`config.mk`:
```
export PLATFORM = sky130hd
export DESIGN_NAME = grayscale_job_scheduler_flat
export DESIGN_NICKNAME = d
export VERILOG_FILES = /design/src/rtl/grayscale_job_scheduler_if.sv /design/src/rtl/grayscale_job_scheduler.sv /design/src/flat_wrapper.sv
export SDC_FILE = /design/constraint.sdc
export NUM_CORES = 1
export LEC_CHECK = 0
export CORE_UTILIZATION = 50
export DETAILED_ROUTE_END_ITERATION = 8
export HOLD_SLACK_MARGIN = 0.05
export PLACE_DENSITY_LB_ADDON = 0.15
export SLEW_MARGIN = 20
export SYNTH_ARGS = -nofsm -noshare
export SYNTH_HDL_FRONTEND = slang
export SYNTH_SLANG_ARGS = --single-unit
export TNS_END_PERCENT = 1
```
`constraint.sdc`:
```
create_clock -name clk -period 11.7 [get_ports clk]
set_clock_uncertainty 0.2 [all_clocks]
set_input_delay 2.34 -clock clk [delete_from_list [all_inputs] [get_ports clk]]
set_output_delay 2.34 -clock clk [all_outputs]
set_load 0.02 [all_outputs]
```
`src/rtl/grayscale_job_scheduler_if.sv`:
```
// Host-side channel bundle for the grayscale job scheduler.
// master : scheduler side (drives read/write requests, sees backpressure/results/acks)
// slave  : requestor/host side
//   rd_req_valid/rd_req_addr  - line read request
//   rd_almfull                - c0 Tx almost-full
//   res_valid                 - datapath result line valid (in read order)
//   wr_req_valid/wr_req_addr  - line write request
//   wr_rsp_valid              - one single-line write acknowledged
interface grayscale_job_scheduler_if #(
    parameter int unsigned ADDR_W = 42
);
    logic              rd_req_valid;
    logic [ADDR_W-1:0] rd_req_addr;
    logic              rd_almfull;
    logic              res_valid;
    logic              wr_req_valid;
    logic [ADDR_W-1:0] wr_req_addr;
    logic              wr_rsp_valid;

    modport master (
        output rd_req_valid, rd_req_addr, wr_req_valid, wr_req_addr,
        input  rd_almfull, res_valid, wr_rsp_valid
    );

    modport slave (
        input  rd_req_valid, rd_req_addr, wr_req_valid, wr_req_addr,
        output rd_almfull, res_valid, wr_rsp_valid
    );
endinterface

```
`src/rtl/grayscale_job_scheduler.sv`:
```
// Grayscale job scheduler: walks the CSR buffer table, issues line reads per
// job and tags in-order datapath results with their write-back address,
// bounding lines in flight between read issue and write ack.
// Ports:
//   clk, reset_n       - clock, async active-low reset
//   start              - pulse: begin a pass (ignored unless idle)
//   buf_valid/src/dst/lines - buffer table (valid sampled at start)
//   host               - read/result/write/ack channel (master side)
//   busy, done, cur_buf - pass status, completion pulse, entry being read
// Optional (macro GRAYSCALE_SCHED_PERF_EN): perf_cycles, perf_stall counters.
module grayscale_job_scheduler #(
    parameter int unsigned NUM_BUF         = 4,
    parameter int unsigned ADDR_W          = 42,
    parameter int unsigned LEN_W           = 32,
    parameter int unsigned MAX_OUTSTANDING = 64
) (
    input  logic                        clk,
    input  logic                        reset_n,
    input  logic                        start,
    input  logic [NUM_BUF-1:0]          buf_valid,
    input  logic [NUM_BUF*ADDR_W-1:0]   buf_src_addr,
    input  logic [NUM_BUF*ADDR_W-1:0]   buf_dst_addr,
    input  logic [NUM_BUF*LEN_W-1:0]    buf_lines,
    grayscale_job_scheduler_if.master   host,
    output logic                        busy,
    output logic                        done,
    output logic [((NUM_BUF > 1) ? $clog2(NUM_BUF) : 1)-1:0] cur_buf
`ifdef GRAYSCALE_SCHED_PERF_EN
    ,
    output logic [63:0]                 perf_cycles,
    output logic [63:0]                 perf_stall
`endif
);
    localparam int unsigned IDX_W = (NUM_BUF > 1) ? $clog2(NUM_BUF) : 1;
    localparam int unsigned CNT_W = $clog2(NUM_BUF + 1);
    localparam int unsigned OUT_W = $clog2(MAX_OUTSTANDING) + 1;

    typedef enum logic [2:0] {S_IDLE, S_SELECT, S_RUN, S_DRAIN, S_FINISH} state_t;

    state_t             state, state_next;
    logic [NUM_BUF-1:0] pending;
    logic [ADDR_W-1:0]  rd_ptr;
    logic [LEN_W-1:0]   rd_left;
    logic [OUT_W-1:0]   outstanding;

    // Job FIFO: one entry per selected job, popped as its last result is written.
    logic [ADDR_W-1:0]  fifo_dst [NUM_BUF];
    logic [LEN_W-1:0]   fifo_len [NUM_BUF];
    logic [IDX_W-1:0]   fifo_wr_idx, fifo_rd_idx;
    logic [CNT_W-1:0]   fifo_cnt;
    logic [LEN_W-1:0]   wr_off;

    logic               sel_found;
    logic [IDX_W-1:0]   sel_idx;
    logic [NUM_BUF-1:0] sel_mask, zero_mask;
    logic               issue_c, push_c, pop_c, wr_fire_c, rsp_dec_c;
    logic               busy_d, done_d;

    // Lowest pending entry with a non-zero line count; zero-length pending entries flagged.
    always_comb begin
        sel_found = 1'b0;
        sel_idx   = '0;
        sel_mask  = '0;
        zero_mask = '0;
        for (int i = 0; i < int'(NUM_BUF); i++) begin
            if (pending[i]) begin
                if (buf_lines[i*LEN_W +: LEN_W] == '0) begin
                    zero_mask[i] = 1'b1;
                end else if (!sel_found) begin
                    sel_found   = 1'b1;
                    sel_idx     = IDX_W'(i);
                    sel_mask[i] = 1'b1;
                end
            end
        end
    end

    assign issue_c   = (state == S_RUN) && (rd_left != '0) && !host.rd_almfull &&
                       (outstanding < OUT_W'(MAX_OUTSTANDING));
    assign push_c    = (state == S_SELECT) && sel_found;
    assign wr_fire_c = host.res_valid && (fifo_cnt != '0);
    assign pop_c     = wr_fire_c && ((wr_off + LEN_W'(1)) == fifo_len[fifo_rd_idx]);
    assign rsp_dec_c = host.wr_rsp_valid && (outstanding != '0);

    // State register.
    always_ff @(posedge clk or negedge reset_n) begin
        if (!reset_n) state <= S_IDLE;
        else          state <= state_next;
    end

    // Next-state and status outputs.
    always_comb begin
        state_next = state;
        busy_d     = 1'b0;
        done_d     = 1'b0;
        case (state)
            S_IDLE:   if (start) state_next = S_SELECT;
            S_SELECT: state_next = sel_found ? S_RUN : S_DRAIN;
            S_RUN:    if (issue_c && (rd_left == LEN_W'(1))) state_next = S_SELECT;
            S_DRAIN:  if ((outstanding == '0) && (fifo_cnt == '0)) state_next = S_FINISH;
            S_FINISH: state_next = S_IDLE;
            default:  state_next = S_IDLE;
        endcase
        busy_d = (state_next == S_SELECT) || (state_next == S_RUN) || (state_next == S_DRAIN);
        done_d = (state_next == S_FINISH);
    end

    // Read side: pending mask, read pointer, issue strobe.
    always_ff @(posedge clk or negedge reset_n) begin
        if (!reset_n) begin
            pending           <= '0;
            rd_ptr            <= '0;
            rd_left           <= '0;
            cur_buf           <= '0;
            busy              <= 1'b0;
            done              <= 1'b0;
            host.rd_req_valid <= 1'b0;
            host.rd_req_addr  <= '0;
        end else begin
            busy              <= busy_d;
            done              <= done_d;
            host.rd_req_valid <= issue_c;
            if ((state == S_IDLE) && start) begin
                pending <= buf_valid;
            end else if (state == S_SELECT) begin
                pending <= pending & ~zero_mask & ~sel_mask;
            end
            if (push_c) begin
                rd_ptr  <= buf_src_addr[sel_idx*ADDR_W +: ADDR_W];
                rd_left <= buf_lines[sel_idx*LEN_W +: LEN_W];
                cur_buf <= sel_idx;
            end else if (issue_c) begin
                host.rd_req_addr <= rd_ptr;
                rd_ptr           <= rd_ptr + ADDR_W'(1);
                rd_left          <= rd_left - LEN_W'(1);
            end
        end
    end

    // Lines in flight: +1 per read issue, -1 per write ack.
    always_ff @(posedge clk or negedge reset_n) begin
        if (!reset_n) begin
            outstanding <= '0;
        end else begin
            case ({issue_c, rsp_dec_c})
                2'b10:   outstanding <= outstanding + OUT_W'(1);
                2'b01:   outstanding <= outstanding - OUT_W'(1);
                default: outstanding <= outstanding;
            endcase
        end
    end

    // Job FIFO and write tagging; results with no job queued are dropped.
    always_ff @(posedge clk or negedge reset_n) begin
        if (!reset_n) begin
            for (int i = 0; i < int'(NUM_BUF); i++) begin
                fifo_dst[i] <= '0;
                fifo_len[i] <= '0;
            end
            fifo_wr_idx       <= '0;
            fifo_rd_idx       <= '0;
            fifo_cnt          <= '0;
            wr_off            <= '0;
            host.wr_req_valid <= 1'b0;
            host.wr_req_addr  <= '0;
        end else begin
            host.wr_req_valid <= wr_fire_c;
            if (push_c) begin
                fifo_dst[fifo_wr_idx] <= buf_dst_addr[sel_idx*ADDR_W +: ADDR_W];
                fifo_len[fifo_wr_idx] <= buf_lines[sel_idx*LEN_W +: LEN_W];
                fifo_wr_idx <= (fifo_wr_idx == IDX_W'(NUM_BUF - 1)) ? '0 : fifo_wr_idx + IDX_W'(1);
            end
            if (wr_fire_c) begin
                host.wr_req_addr <= fifo_dst[fifo_rd_idx] + ADDR_W'(wr_off);
                wr_off           <= pop_c ? '0 : wr_off + LEN_W'(1);
            end
            if (pop_c) begin
                fifo_rd_idx <= (fifo_rd_idx == IDX_W'(NUM_BUF - 1)) ? '0 : fifo_rd_idx + IDX_W'(1);
            end
            case ({push_c, pop_c})
                2'b10:   fifo_cnt <= fifo_cnt + CNT_W'(1);
                2'b01:   fifo_cnt <= fifo_cnt - CNT_W'(1);
                default: fifo_cnt <= fifo_cnt;
            endcase
        end
    end

`ifdef GRAYSCALE_SCHED_PERF_EN
    logic stall_c;
    assign stall_c = (state == S_RUN) && (rd_left != '0) && !issue_c;

    // Busy and read-stall cycle counters, cleared by an accepted start.
    always_ff @(posedge clk or negedge reset_n) begin
        if (!reset_n) begin
            perf_cycles <= '0;
            perf_stall  <= '0;
        end else if ((state == S_IDLE) && start) begin
            perf_cycles <= '0;
            perf_stall  <= '0;
        end else begin
            if (busy)    perf_cycles <= perf_cycles + 64'(1);
            if (stall_c) perf_stall  <= perf_stall + 64'(1);
        end
    end
`endif
endmodule

```
`src/flat_wrapper.sv`:
```
// flat-port wrapper written by rule: the top's interface ports become plain ports
module grayscale_job_scheduler_flat 
#(
    parameter int unsigned NUM_BUF         = 4,
    parameter int unsigned ADDR_W          = 42,
    parameter int unsigned LEN_W           = 32,
    parameter int unsigned MAX_OUTSTANDING = 64
)
  (clk, reset_n, start, buf_valid, buf_src_addr, buf_dst_addr, buf_lines, busy, done, cur_buf, host_rd_req_valid, host_rd_req_addr, host_wr_req_valid, host_wr_req_addr, host_rd_almfull, host_res_valid, host_wr_rsp_valid);
  grayscale_job_scheduler_if #(.ADDR_W(ADDR_W)) host_i ();
  input  logic clk;
  input  logic reset_n;
  input  logic start;
  input  logic [NUM_BUF-1:0] buf_valid;
  input  logic [NUM_BUF*ADDR_W-1:0] buf_src_addr;
  input  logic [NUM_BUF*ADDR_W-1:0] buf_dst_addr;
  input  logic [NUM_BUF*LEN_W-1:0] buf_lines;
  output logic busy;
  output logic done;
  output logic [((NUM_BUF > 1) ? $clog2(NUM_BUF) : 1)-1:0] cur_buf;
  output wire logic [$bits(host_i.rd_req_valid)-1:0] host_rd_req_valid;
  output wire logic [$bits(host_i.rd_req_addr)-1:0] host_rd_req_addr;
  output wire logic [$bits(host_i.wr_req_valid)-1:0] host_wr_req_valid;
  output wire logic [$bits(host_i.wr_req_addr)-1:0] host_wr_req_addr;
  input wire logic [$bits(host_i.rd_almfull)-1:0] host_rd_almfull;
  input wire logic [$bits(host_i.res_valid)-1:0] host_res_valid;
  input wire logic [$bits(host_i.wr_rsp_valid)-1:0] host_wr_rsp_valid;
  assign host_rd_req_valid = host_i.rd_req_valid;
  assign host_rd_req_addr = host_i.rd_req_addr;
  assign host_wr_req_valid = host_i.wr_req_valid;
  assign host_wr_req_addr = host_i.wr_req_addr;
  assign host_i.rd_almfull = host_rd_almfull;
  assign host_i.res_valid = host_res_valid;
  assign host_i.wr_rsp_valid = host_wr_rsp_valid;
  grayscale_job_scheduler #(.NUM_BUF(NUM_BUF), .ADDR_W(ADDR_W), .LEN_W(LEN_W), .MAX_OUTSTANDING(MAX_OUTSTANDING)) u_core (.clk(clk), .reset_n(reset_n), .start(start), .buf_valid(buf_valid), .buf_src_addr(buf_src_addr), .buf_dst_addr(buf_dst_addr), .buf_lines(buf_lines), .host(host_i), .busy(busy), .done(done), .cur_buf(cur_buf));
endmodule
```
==> results of run 1 <==
-- layer usage --
| metal | up-vias | routed length [um] | GRT usage, % |
|---|---|---|---|
| met4 | 0 | 2420 | 8.77 |
| met5 | - | 0 | 0 |
| met3 | 131 | 3930 | 3.81 |
| li1 | 10234 | - | - |
| met2 | 730 | 43900 | 50.8 |
| met1 | 11521 | 35200 | 37.6 |
-- power groups by stage --
stage / registers (mW) / clock network (mW) / logic [mW]
2_1_floorplan: 3.09 / 0 / 2.78
3_3_place_gp: 3.04 / 0 / 4.07
3_5_place_dp: 3.10 / 0 / 4.20
4_1_cts: 3.08 / 1.91 / 4.22
5_1_grt: 3.18 / 1.97 / 4.55
6_report: 3.09 / 1.87 / 4.19
-- cells in the mapped netlist, types with 9 or more instances --
master / instances
a211oi_1: 18
a21o_1: 30
a21oi_1: 59
a31oi_1: 12
and2_1: 10
and3_1: 21
buf_1: 21
buf_2: 45
clkbuf_1: 76
dfrtp_1: 513
ha_1: 48
inv_1: 35
mux2_2: 304
mux2i_1: 11
mux4_2: 185
nand2_1: 318
nand2b_1: 12
nand3_1: 54
nand4_1: 37
nor2_1: 102
nor3_1: 44
nor4_1: 51
o21a_1: 9
o21ai_0: 135
o21ai_1: 15
o22ai_1: 9
or2_2: 13
or3_1: 14
or4_1: 16
xnor2_1: 67
xor2_1: 62
-- worst min-delay path by stage --
stage	endpoint	slack [ns]	from
final	u_core.fifo_cnt[2]$_DFFE_PN0P_	0.27	u_core.fifo_cnt[2]$_DFFE_PN0P_
after global routing	u_core.fifo_cnt[2]$_DFFE_PN0P_	0.30	u_core.fifo_cnt[2]$_DFFE_PN0P_
after CTS	u_core.fifo_cnt[2]$_DFFE_PN0P_	0.27	u_core.fifo_cnt[2]$_DFFE_PN0P_
after detailed placement	u_core.fifo_cnt[2]$_DFFE_PN0P_	0.26	u_core.fifo_cnt[2]$_DFFE_PN0P_
after global placement	u_core.host.rd_req_addr[27]$_DFFE_PN0P_	0.26	u_core.host.rd_req_addr[27]$_DFFE_PN0P_
after floorplan	u_core.fifo_cnt[2]$_DFFE_PN0P_	0.24	u_core.fifo_cnt[2]$_DFFE_PN0P_
-- kinds of logic (layout without fill, tap and decap cells) --
family          Yosys count  in the layout  share of synthesized area [%]
other cells               0              1                              0
mux                     500            500                           26.5
flops                   513            513                           44.1
simple gates            737            737                           12.4
buf+inv                 191            721                           2.92
compound gates          355            355                           7.64
xor+xnor                133            133                           4.17
fa+ha+maj                51             51                           2.27
-- registers in the layout (all words and copies together) (netlist names) --
register	count
u_core.host.wr_req_addr	42
u_core.done	1
u_core.fifo_cnt	3
u_core.fifo_rd_idx	2
u_core.wr_off	32
u_core.rd_left	32
u_core.state	3
u_core.host.rd_req_valid	1
u_core.cur_buf	2
u_core.rd_ptr	42
u_core.fifo_len	128
u_core.host.rd_req_addr	42
u_core.pending	4
u_core.host.wr_req_valid	1
u_core.fifo_wr_idx	2
u_core.busy	1
u_core.fifo_dst	168
u_core.outstanding	7
-- per-stage QoR --
| step | utilization, % | setup WS, ns | hold WS [ns] |
|---|---|---|---|
| final | 64.6 | 5.32 | 0.267 |
| after global routing | 64.6 | 5.13 | 0.296 |
| after CTS | 64.6 | 5.33 | 0.269 |
| after detailed placement | 61.2 | 4.68 | 0.257 |
| after global placement | 61.2 | 4.70 | 0.260 |
| after floorplan | - | 6.14 | 0.243 |
-- area by class of cell --
cell class	count	area [um^2]	share of cell area (%)
inverter	36	135	0.363
tap	765	957	2.57
sequential	513	12800	34.5
clock buffer	72	1570	4.23
clock inverter	29	390	1.05
antenna	1	2.50	0.00672
timing repair buffer	584	5830	15.7
multi-input combinational	1776	15500	41.6
-- worst register-to-register path: cells and delay by family, from the launching register on --
| family | cells | cell delay (ns) |
|---|---|---|
| flip-flops | 1 | 1.00 |
| buffers and inverters | 1 | 0.76 |
| multiplexers | 1 | 0.70 |
| adder cells (fa/ha/maj) | 1 | 0.36 |
| AND/OR/NAND/NOR | 4 | 0.93 |
| AO/OA/AOI/OAI | 5 | 1.44 |
==> key figures, run 1 <==
Status
  – Run status: complete, no violations

Place
  – Area after DPL: 35200 um^2
  – Cells after DPL: 3674
  – Placer's final routability congestion estimate: 0.940
  – # port buffers: 563
  – Post-DP HPWL: 63700 um

Routing
  – Via count: 22616
  – Via density: 5.99
  – 1st-iter DRT viols: 1514
  – DRC errors left: 0
  – WL final: 85500 um
  – Pre-antenna DRT Iters: 6
  – Detail Route Antenna Nets: 0
  – WL/cell: 22.6 um

CTS
  – CTS resizes: 0
  – H-tree Lvls: 2
  – CTS Buffer Depth: 3
  – CTS Buf Count: 54
  – Skew-Pair Late Insertion Delay: 0.61 ns
  – Sink Count: 513
  – Clk slew on worst S/H paths: 0.06 ns
  – Hold buffers post-CTS: 0
  – CTS tree: yes
  – Buffer type at the clock tree root: clkbuf_16
  – Postcts setup bufs: 0

Timing
  – Fin crit period: 6.38 ns
  – Unrepaired setup endpoints after global routing: no
  – Slew headroom: 29.5%
  – Final setup violation count: 0
  – Hold Vio Cnt, Final: 0
  – Slew at the pin closest to its max-slew limit: 1.06 ns
  – Slew Viols, Final: 0
  – Setup TNS: 0 ns
  – Crit share post-route: 54.5%
  – Max Clk Rate: 157 MHz

Final layout
  – Filler cell count: 4405
  – Nets: 3490
  – Non-filler instance count after layout: 3776
  – Cell area after layout: 37200 um^2
  – Commonest non-fill, non-tap cells in the layout: 562 x clkdlybuf4s50_1, 511 x dfrtp_1, 313 x nand2_1
  – Commonest non-fill, non-tap cell in the layout: clkdlybuf4s50_1
  – Share of post-route cells with drive strength above 1: 21.7%
  – Area grow syn2layout: 27.9%

Global routing
  – GR Util All Layers: 29.1%
  – Largest net degree at the start of global routing: 174
  – Vias in the first global route: 23819
  – Initial antenna violation count: 1
  – First-pass GRT wire length: 135000 um
  – Gr ovfl total: 0

Die
  – Ports: 564
  – # rows: 88
  – Initial Util: 50.5%
  – Vert. Die Dim: 243 um
  – Die ar.: 59200 um^2
  – DIE WIDTH: 243 um
  – CORE AREA: 57600 um^2

Synth
  – Post-synthesis cell type count: 84
  – Net Count, Synth: 3005
  – EDFF count, synth: 0
  – Synth Flop Type: dfrtp_1
  – Synth Warn #: 0
  – Yosys reg bits: 513
  – Ys async rst share: 100%
  – Post-synth top area share: 44.1%
  – Synth area leader: dfrtp_1
  – Synthesized instance count: 2480
  – Post-synthesis sequential area ratio: 44.1%
  – Synthesized area: 29100 um^2
  – Mapped Avg Cell Area: 11.7 um^2
  – Synth top area cells: dfrtp_1 44%, mux4_2 14%, mux2_2 12%

Power
  – Maximum vdd ir drop: 0.000173 V
  – Power per standard cell area: 246 nW/um^2
  – Overall power: 9.15 mW
  – Clock network power share: 20.5%
  – Sequential share of power: 33.7%
  – Switching part of the total power: 36.9%
  – Comb pwr share: 45.8%
  – Internal Power: 5.77 mW
  – LEAKAGE: 15.3 nW
  – Net Sw Power: 3.38 mW

Critical path
  – Critical path's slowest cell: nand2_4
  – Critical Path End: u_core.fifo_dst[160]$_DFFE_PN0P_
  – CP Launch Type: input port
  – Endpoint class of the critical path: register
  – Reg2Reg Capture Point: u_core.host.wr_req_addr[40]$_DFFE_PN0P_
  – Reg2Reg Depth: 12
  – Worst path cell trace: clkdlybuf4s50_1 > nor4_1 > nand4_1 > o21ai_0 > o21ai_0 > nand2_4 > buf_12 > mux4_2 > mux2_2
  – Worst r2r src: u_core.fifo_rd_idx[0]$_DFFE_PN0P_
  – Worst R2R Setup Slack: 6.23 ns
  – Crit path DAT: 6.67 ns
  – Crit Path Class: input port to register
  – Critical path buffers and inverters: 2
  – Worst Path Required: 11.99 ns
  – WP depth: 9
  – CP max FO: 77
  – Delay-heaviest family, CP: simple AND/OR/NAND/NOR gates
  – Crit path top cell by count: o21ai_0
  – CP max stage delay: 0.70 ns
  – Crit path from: buf_lines[57]

Hold path
  – Hold/Removal Path Class: register to register
  – Worst hold path depth: 1

Run
  – Max-cap viol count: 0
Power figures use the tool's default switching activity.
==> run 2, diff against run 1 <==
Settings changed: CORE_UTILIZATION 50 to 48.
Clock period 11.7 ns to 5.72 ns, I/O delays scaled along.
==> key figures, run 2 (same netlist as run 1, synthesis figures left out) <==
Status
  – Run status: complete, no violations

Routing
  – WL/cell: 22.6 um
  – Via count: 22817
  – Via density: 5.97
  – DRC errors left: 0
  – Detail Route Antenna Nets: 0
  – 1st-iter DRT viols: 1361
  – Pre-antenna DRT Iters: 5
  – WL final: 86500 um

Power
  – Net Sw Power: 6.97 mW
  – Overall power: 19.0 mW
  – Sequential share of power: 33.2%
  – Comb pwr share: 46.1%
  – Internal Power: 12.0 mW
  – Power per standard cell area: 504 nW/um^2
  – Switching part of the total power: 36.7%
  – LEAKAGE: 15.5 nW
  – Maximum vdd ir drop: 0.000287 V
  – Clock network power share: 20.7%

Hold path
  – Min-delay src: u_core.host.rd_req_addr[29]$_DFFE_PN0P_
  – Hold/Removal Path Class: register to register

CTS
  – Buffer type at the clock tree root: clkbuf_16
  – CTS resizes: 0
  – Postcts setup bufs: 0
  – CTS Buffer Depth: 3
  – Clk slew on worst S/H paths: 0.06 ns
  – CTS Buf Count: 56
  – H-tree Lvls: 2
  – CTS tree: yes
  – Skew-Pair Late Insertion Delay: 0.62 ns
  – Sink Count: 513
  – Hold buffers post-CTS: 0

Place
  – Post-DP HPWL: 64400 um
  – Placer's final routability congestion estimate: 0.923
  – Area after DPL: 35600 um^2
  – # port buffers: 563

Final layout
  – Commonest non-fill, non-tap cell in the layout: clkdlybuf4s50_1
  – Largest register FFs: 168
  – Commonest non-fill, non-tap cells in the layout: 562 x clkdlybuf4s50_1, 511 x dfrtp_1, 313 x nand2_1
  – Regs by FF count: u_core.fifo_dst: 168 flops, u_core.fifo_len: 128 flops
  – Nets: 3525
  – Area grow syn2layout: 29.4%
  – Filler cell count: 4664
  – Reg with most FFs: u_core.fifo_dst
  – Share of post-route cells with drive strength above 1: 22.6%
  – Cell area after layout: 37700 um^2

Global routing
  – GR Util All Layers: 28.1%
  – Gr ovfl total: 0
  – First-pass GRT wire length: 134000 um
  – Initial antenna violation count: 7
  – Largest net degree at the start of global routing: 120
  – Vias in the first global route: 23963

Die
  – # rows: 89
  – Initial Util: 48.9%
  – Die ar.: 61600 um^2
  – DIE WIDTH: 248 um
  – CORE AREA: 59500 um^2
  – Vert. Die Dim: 248 um
  – Ports: 564

Timing
  – Slew at the pin closest to its max-slew limit: 0.955 ns
  – Max Clk Rate: 213 MHz
  – Unrepaired setup endpoints after global routing: no
  – Final setup violation count: 0
  – Final Hold Slack: 0.276 ns
  – Slew headroom: 35.8%
  – Fin crit period: 4.69 ns
  – Hold Vio Cnt, Final: 0
  – Crit share post-route: 82.0%
  – Setup TNS: 0 ns
  – Slew Viols, Final: 0

Critical path
  – CP max stage delay: 0.91 ns
  – Worst Path Required: 6.06 ns
  – CP Launch Type: register
  – Crit Path Class: register to register
  – Crit path DAT: 5.03 ns
  – Critical path buffers and inverters: 1
  – Endpoint class of the critical path: register
  – Delay-heaviest family, CP: simple AND/OR/NAND/NOR gates
  – Critical path's slowest cell: or4_1
  – CP max FO: 13
  – Worst path cell trace: nand4_1 > or4_1 > or4_1 > o211ai_1 > o211ai_2 > nand2_1 > nand2_1 > nor2_1 > ha_1 > inv_1 > fa_1 > xor2_1 > nor2_1 > xor2_1
  – Worst r2r src: u_core.wr_off[5]$_DFFE_PN0P_
  – Crit path from: u_core.wr_off[5]$_DFFE_PN0P_

Run
  – Max-cap viol count: 0
==> run 2: changes by cell type in the layout (fill, tap and decap cells not counted) <==
cell / change
buf_12: +10
inv_8: +1
clkinv_2: -1
inv_6: +1
bufinv_16: +1
clkbuf_8: +1
buf_6: -2
diode_2: +2
clkinv_1: +1
clkinv_4: -1
inv_1: -1
clkbuf_1: +2
buf_4: +25
==> run 2: final timing paths <==
| check | endpoint | slack, ns | cells past startpoint |
|---|---|---|---|
| min reg2reg | u_core.host.rd_req_addr[29]$_DFFE_PN0P_ | 0.28 | 2 |
| max reg2reg | u_core.fifo_cnt[2]$_DFFE_PN0P_ | 1.03 | 14 |
| max in group asynchronous | u_core.rd_ptr[2]$_DFFE_PN0P_ | 3.74 | 2 |
| max | u_core.fifo_cnt[2]$_DFFE_PN0P_ | 1.03 | 14 |
| min | u_core.host.rd_req_addr[29]$_DFFE_PN0P_ | 0.28 | 2 |
| min in group asynchronous | u_core.fifo_dst[92]$_DFFE_PN0P_ | 0.35 | 1 |
==> run 2: stage by stage <==
| step | setup WS, ns | utilization [%] | instances |
|---|---|---|---|
| global placement | 0.653 | 59.9 | 3715 |
| CTS | 0.995 | 63.3 | 3820 |
| finish | 1.03 | 63.3 | 3823 |
| detailed placement | 0.593 | 59.9 | 3715 |
| floorplan | 0.647 | - | 2480 |
| global route | 0.709 | 63.3 | 3823 |
==> run 2: cell type report <==
| class | count | area, um^2 | area share, % |
|---|---|---|---|
| multi-input combinational | 1776 | 15500 | 41.1 |
| sequential | 513 | 12800 | 34.1 |
| timing repair buffer | 617 | 6200 | 16.5 |
| clock buffer | 75 | 1590 | 4.23 |
| tap | 773 | 967 | 2.57 |
| clock inverter | 30 | 427 | 1.13 |
| inverter | 36 | 135 | 0.359 |
| antenna | 3 | 7.51 | 0.0199 |
==> run 2: worst register-to-register path, delay by kind of cell (launching register included) <==
| family | cells | cell delay (ns) |
|---|---|---|
| and+or+nand+nor | 7 | 2.47 |
| xor gates and xnor gates | 2 | 0.31 |
| buffers and inverters | 1 | 0.06 |
| adders and majority gates | 2 | 0.61 |
| AOI/OAI and AO/OA | 2 | 0.44 |
| DFF | 1 | 0.54 |
==> run 2: metal layers <==
metal  vias up  routed length [um]  GRT usage [%]
li1      10292                   -              -
met1     11647               34600           35.1
met2       712               45000           50.0
met3       158                4450           3.73
met4         8                2440           9.59
met5         -                  51              0
==> run 2: power by group through the flow <==
stage	Clock, mW	Sequential [mW]	Combinational, mW
5_1_grt	4.15	6.49	9.48
3_3_place_gp	0	6.22	8.47
3_5_place_dp	0	6.34	8.77
4_1_cts	3.99	6.29	8.81
6_report	3.92	6.31	8.75
2_1_floorplan	0	6.31	5.69
==> run 3, diff against run 2 <==
Clock period 5.72 ns to 4.1 ns, I/O delays scaled along.
==> key figures, run 3 (same netlist as run 1, synthesis figures left out) <==
Final layout
  – Multi-input gate area: 15600 um^2
  – Commonest non-fill, non-tap cell in the layout: clkdlybuf4s50_1
  – Reg with most FFs: u_core.fifo_dst
  – Filler cell count: 4537
  – Register Area: 12800 um^2
  – Largest register FFs: 168
  – Commonest non-fill, non-tap cells in the layout: 562 x clkdlybuf4s50_1, 511 x dfrtp_1, 313 x nand2_1
  – Layout Utilization: 66.0%
  – Nets: 3707
  – Non-filler instance count after layout: 4005
  – Cell area after layout: 39300 um^2
  – Regs by FF count: u_core.fifo_dst: 168 flops, u_core.fifo_len: 128 flops
  – Area grow syn2layout: 35.0%
  – Share of post-route cells with drive strength above 1: 27.3%

Place
  – Area after DPL: 37100 um^2
  – # port buffers: 563
  – Placer's final routability congestion estimate: 0.927
  – Place WS: -0.216 ns
  – Cells after DPL: 3872
  – Post-DP HPWL: 68300 um

Die
  – DIE WIDTH: 248 um
  – Ports: 564
  – # rows: 89
  – CORE AREA: 59500 um^2
  – Initial Util: 48.9%
  – Die ar.: 61600 um^2
  – Vert. Die Dim: 248 um

CTS
  – CTS tree: yes
  – CTS Buffer Depth: 3
  – Buffer type at the clock tree root: clkbuf_16
  – Clk slew on worst S/H paths: 0.06 ns
  – Sink Count: 513
  – CTS Buf Count: 55
  – H-tree Lvls: 2
  – Skew-Pair Late Insertion Delay: 0.62 ns

Critical path
  – Worst path cell trace: buf_6 > buf_12 > mux4_2 > ha_4 > a21oi_1 > and2_1 > a22o_1 > or3_1 > o21a_1 > o31a_1 > or2_4 > or3_1 > a31oi_1
  – Crit Path Class: register to register
  – Crit path top cell by count: or3_1
  – Crit path DAT: 4.32 ns
  – Critical path's slowest cell: mux4_2
  – Worst Path Required: 4.43 ns
  – Endpoint class of the critical path: register
  – CP max stage delay: 0.55 ns
  – CP Launch Type: register
  – CP max FO: 7

Routing
  – Via count: 23380
  – Via density: 5.84
  – WL/cell: 22.4 um
  – WL final: 89600 um
  – Pre-antenna DRT Iters: 5
  – 1st-iter DRT viols: 1291
  – DRC errors left: 0
  – Detail Route Antenna Nets: 0

Timing
  – Fin crit period: 3.99 ns
  – Crit share post-route: 97.4%
  – Slew at the pin closest to its max-slew limit: 0.809 ns
  – Hold Vio Cnt, Final: 0
  – Fin worst setup slack: 0.108 ns
  – Final setup violation count: 0
  – Unrepaired setup endpoints after global routing: yes
  – Slew headroom: 46.1%
  – Slew Viols, Final: 0
  – Max Clk Rate: 251 MHz

Global routing
  – Gr ovfl total: 0
  – Vias in the first global route: 24505
  – GR Util All Layers: 28.8%
  – First-pass GRT wire length: 137000 um
  – Largest net degree at the start of global routing: 135
  – Initial antenna violation count: 7

Power
  – Power per standard cell area: 689 nW/um^2
  – Clock network power share: 18.3%
  – Internal Power: 17.0 mW
  – Sequential share of power: 32.4%
  – LEAKAGE: 16.5 nW
  – Overall power: 27.0 mW
  – Maximum vdd ir drop: 0.000404 V
  – Comb pwr share: 49.3%
  – Switching part of the total power: 37.2%
  – Net Sw Power: 10.1 mW

Run
  – Max-cap viol count: 0

Hold path
  – Hold/Removal Path Class: register to register

Status
  – Run status: complete, no violations
-- run 3: stage by stage --
stage / setup TNS (ns) / hold slack, ns
after global placement: -35.58 / 0.259
final: 0 / 0.280
after detailed placement: -49.21 / 0.262
after CTS: 0 / 0.276
after floorplan: -0.599 / 0.243
after global routing: -0.0884 / 0.289
-- run 3: final cells by class --
| cell class | count | share of cell area [%] |
|---|---|---|
| antenna | 3 | 0.0191 |
| inverter | 36 | 0.344 |
| tap | 773 | 2.46 |
| sequential | 513 | 32.7 |
| clock buffer | 87 | 4.25 |
| multi-input combinational | 1776 | 39.8 |
| clock inverter | 17 | 0.370 |
| timing repair buffer | 800 | 20.0 |
-- run 3: worst max-delay path: cells and delay by family (launching register included) --
family                   cells  cell delay, ns
AO/OA/AOI/OAI                5            1.07
adder cells (fa/ha/maj)      1            0.32
buffers and inverters        2            0.30
flip-flops                   1            0.43
multiplexers                 1            0.55
AND/OR/NAND/NOR              4            1.06
-- run 3: power by group through the flow --
stage          Clock [mW]  Combinational [mW]  Sequential [mW]
2_1_floorplan           0                7.97             8.80
3_3_place_gp            0                12.8             8.63
3_5_place_dp            0                13.3             8.80
4_1_cts              5.04                13.3             8.73
5_1_grt              5.23                14.4             9.01
6_report             4.94                13.3             8.77
-- run 3: worst paths after layout --
check	startpoint	end	slack, ns	cells after the start
worst max register to register	u_core.fifo_rd_idx[0]$_DFFE_PN0P_	u_core.host.wr_req_addr[40]$_DFFE_PN0P_	0.11	13
worst min register to register	u_core.host.rd_req_addr[5]$_DFFE_PN0P_	u_core.host.rd_req_addr[5]$_DFFE_PN0P_	0.28	2
worst min-delay path	u_core.host.rd_req_addr[5]$_DFFE_PN0P_	u_core.host.rd_req_addr[5]$_DFFE_PN0P_	0.28	2
min in group asynchronous	reset_n	u_core.fifo_dst[7]$_DFFE_PN0P_	0.45	2
max in group asynchronous	reset_n	u_core.rd_left[27]$_DFFE_PN0P_	2.02	4
worst max-delay path	u_core.fifo_rd_idx[0]$_DFFE_PN0P_	u_core.host.wr_req_addr[40]$_DFFE_PN0P_	0.11	13
-- run 3: timing repair --
item	in CTS	in global routing
hold endpoints to repair	14	0
hold buffers	1	0
buffers inserted	1	22
pin swaps	0	5
endpoints found under the setup margin	7	15
cloned	0	2
gates resized for setup	5	20
-- run 3: routing by layer --
layer	wire [um]	GRT usage, %	up-vias
met5	52	0	-
met2	46300	51.2	681
met3	4080	4.28	135
met1	36600	36.2	11912
met4	2570	9.04	8
li1	-	-	10644
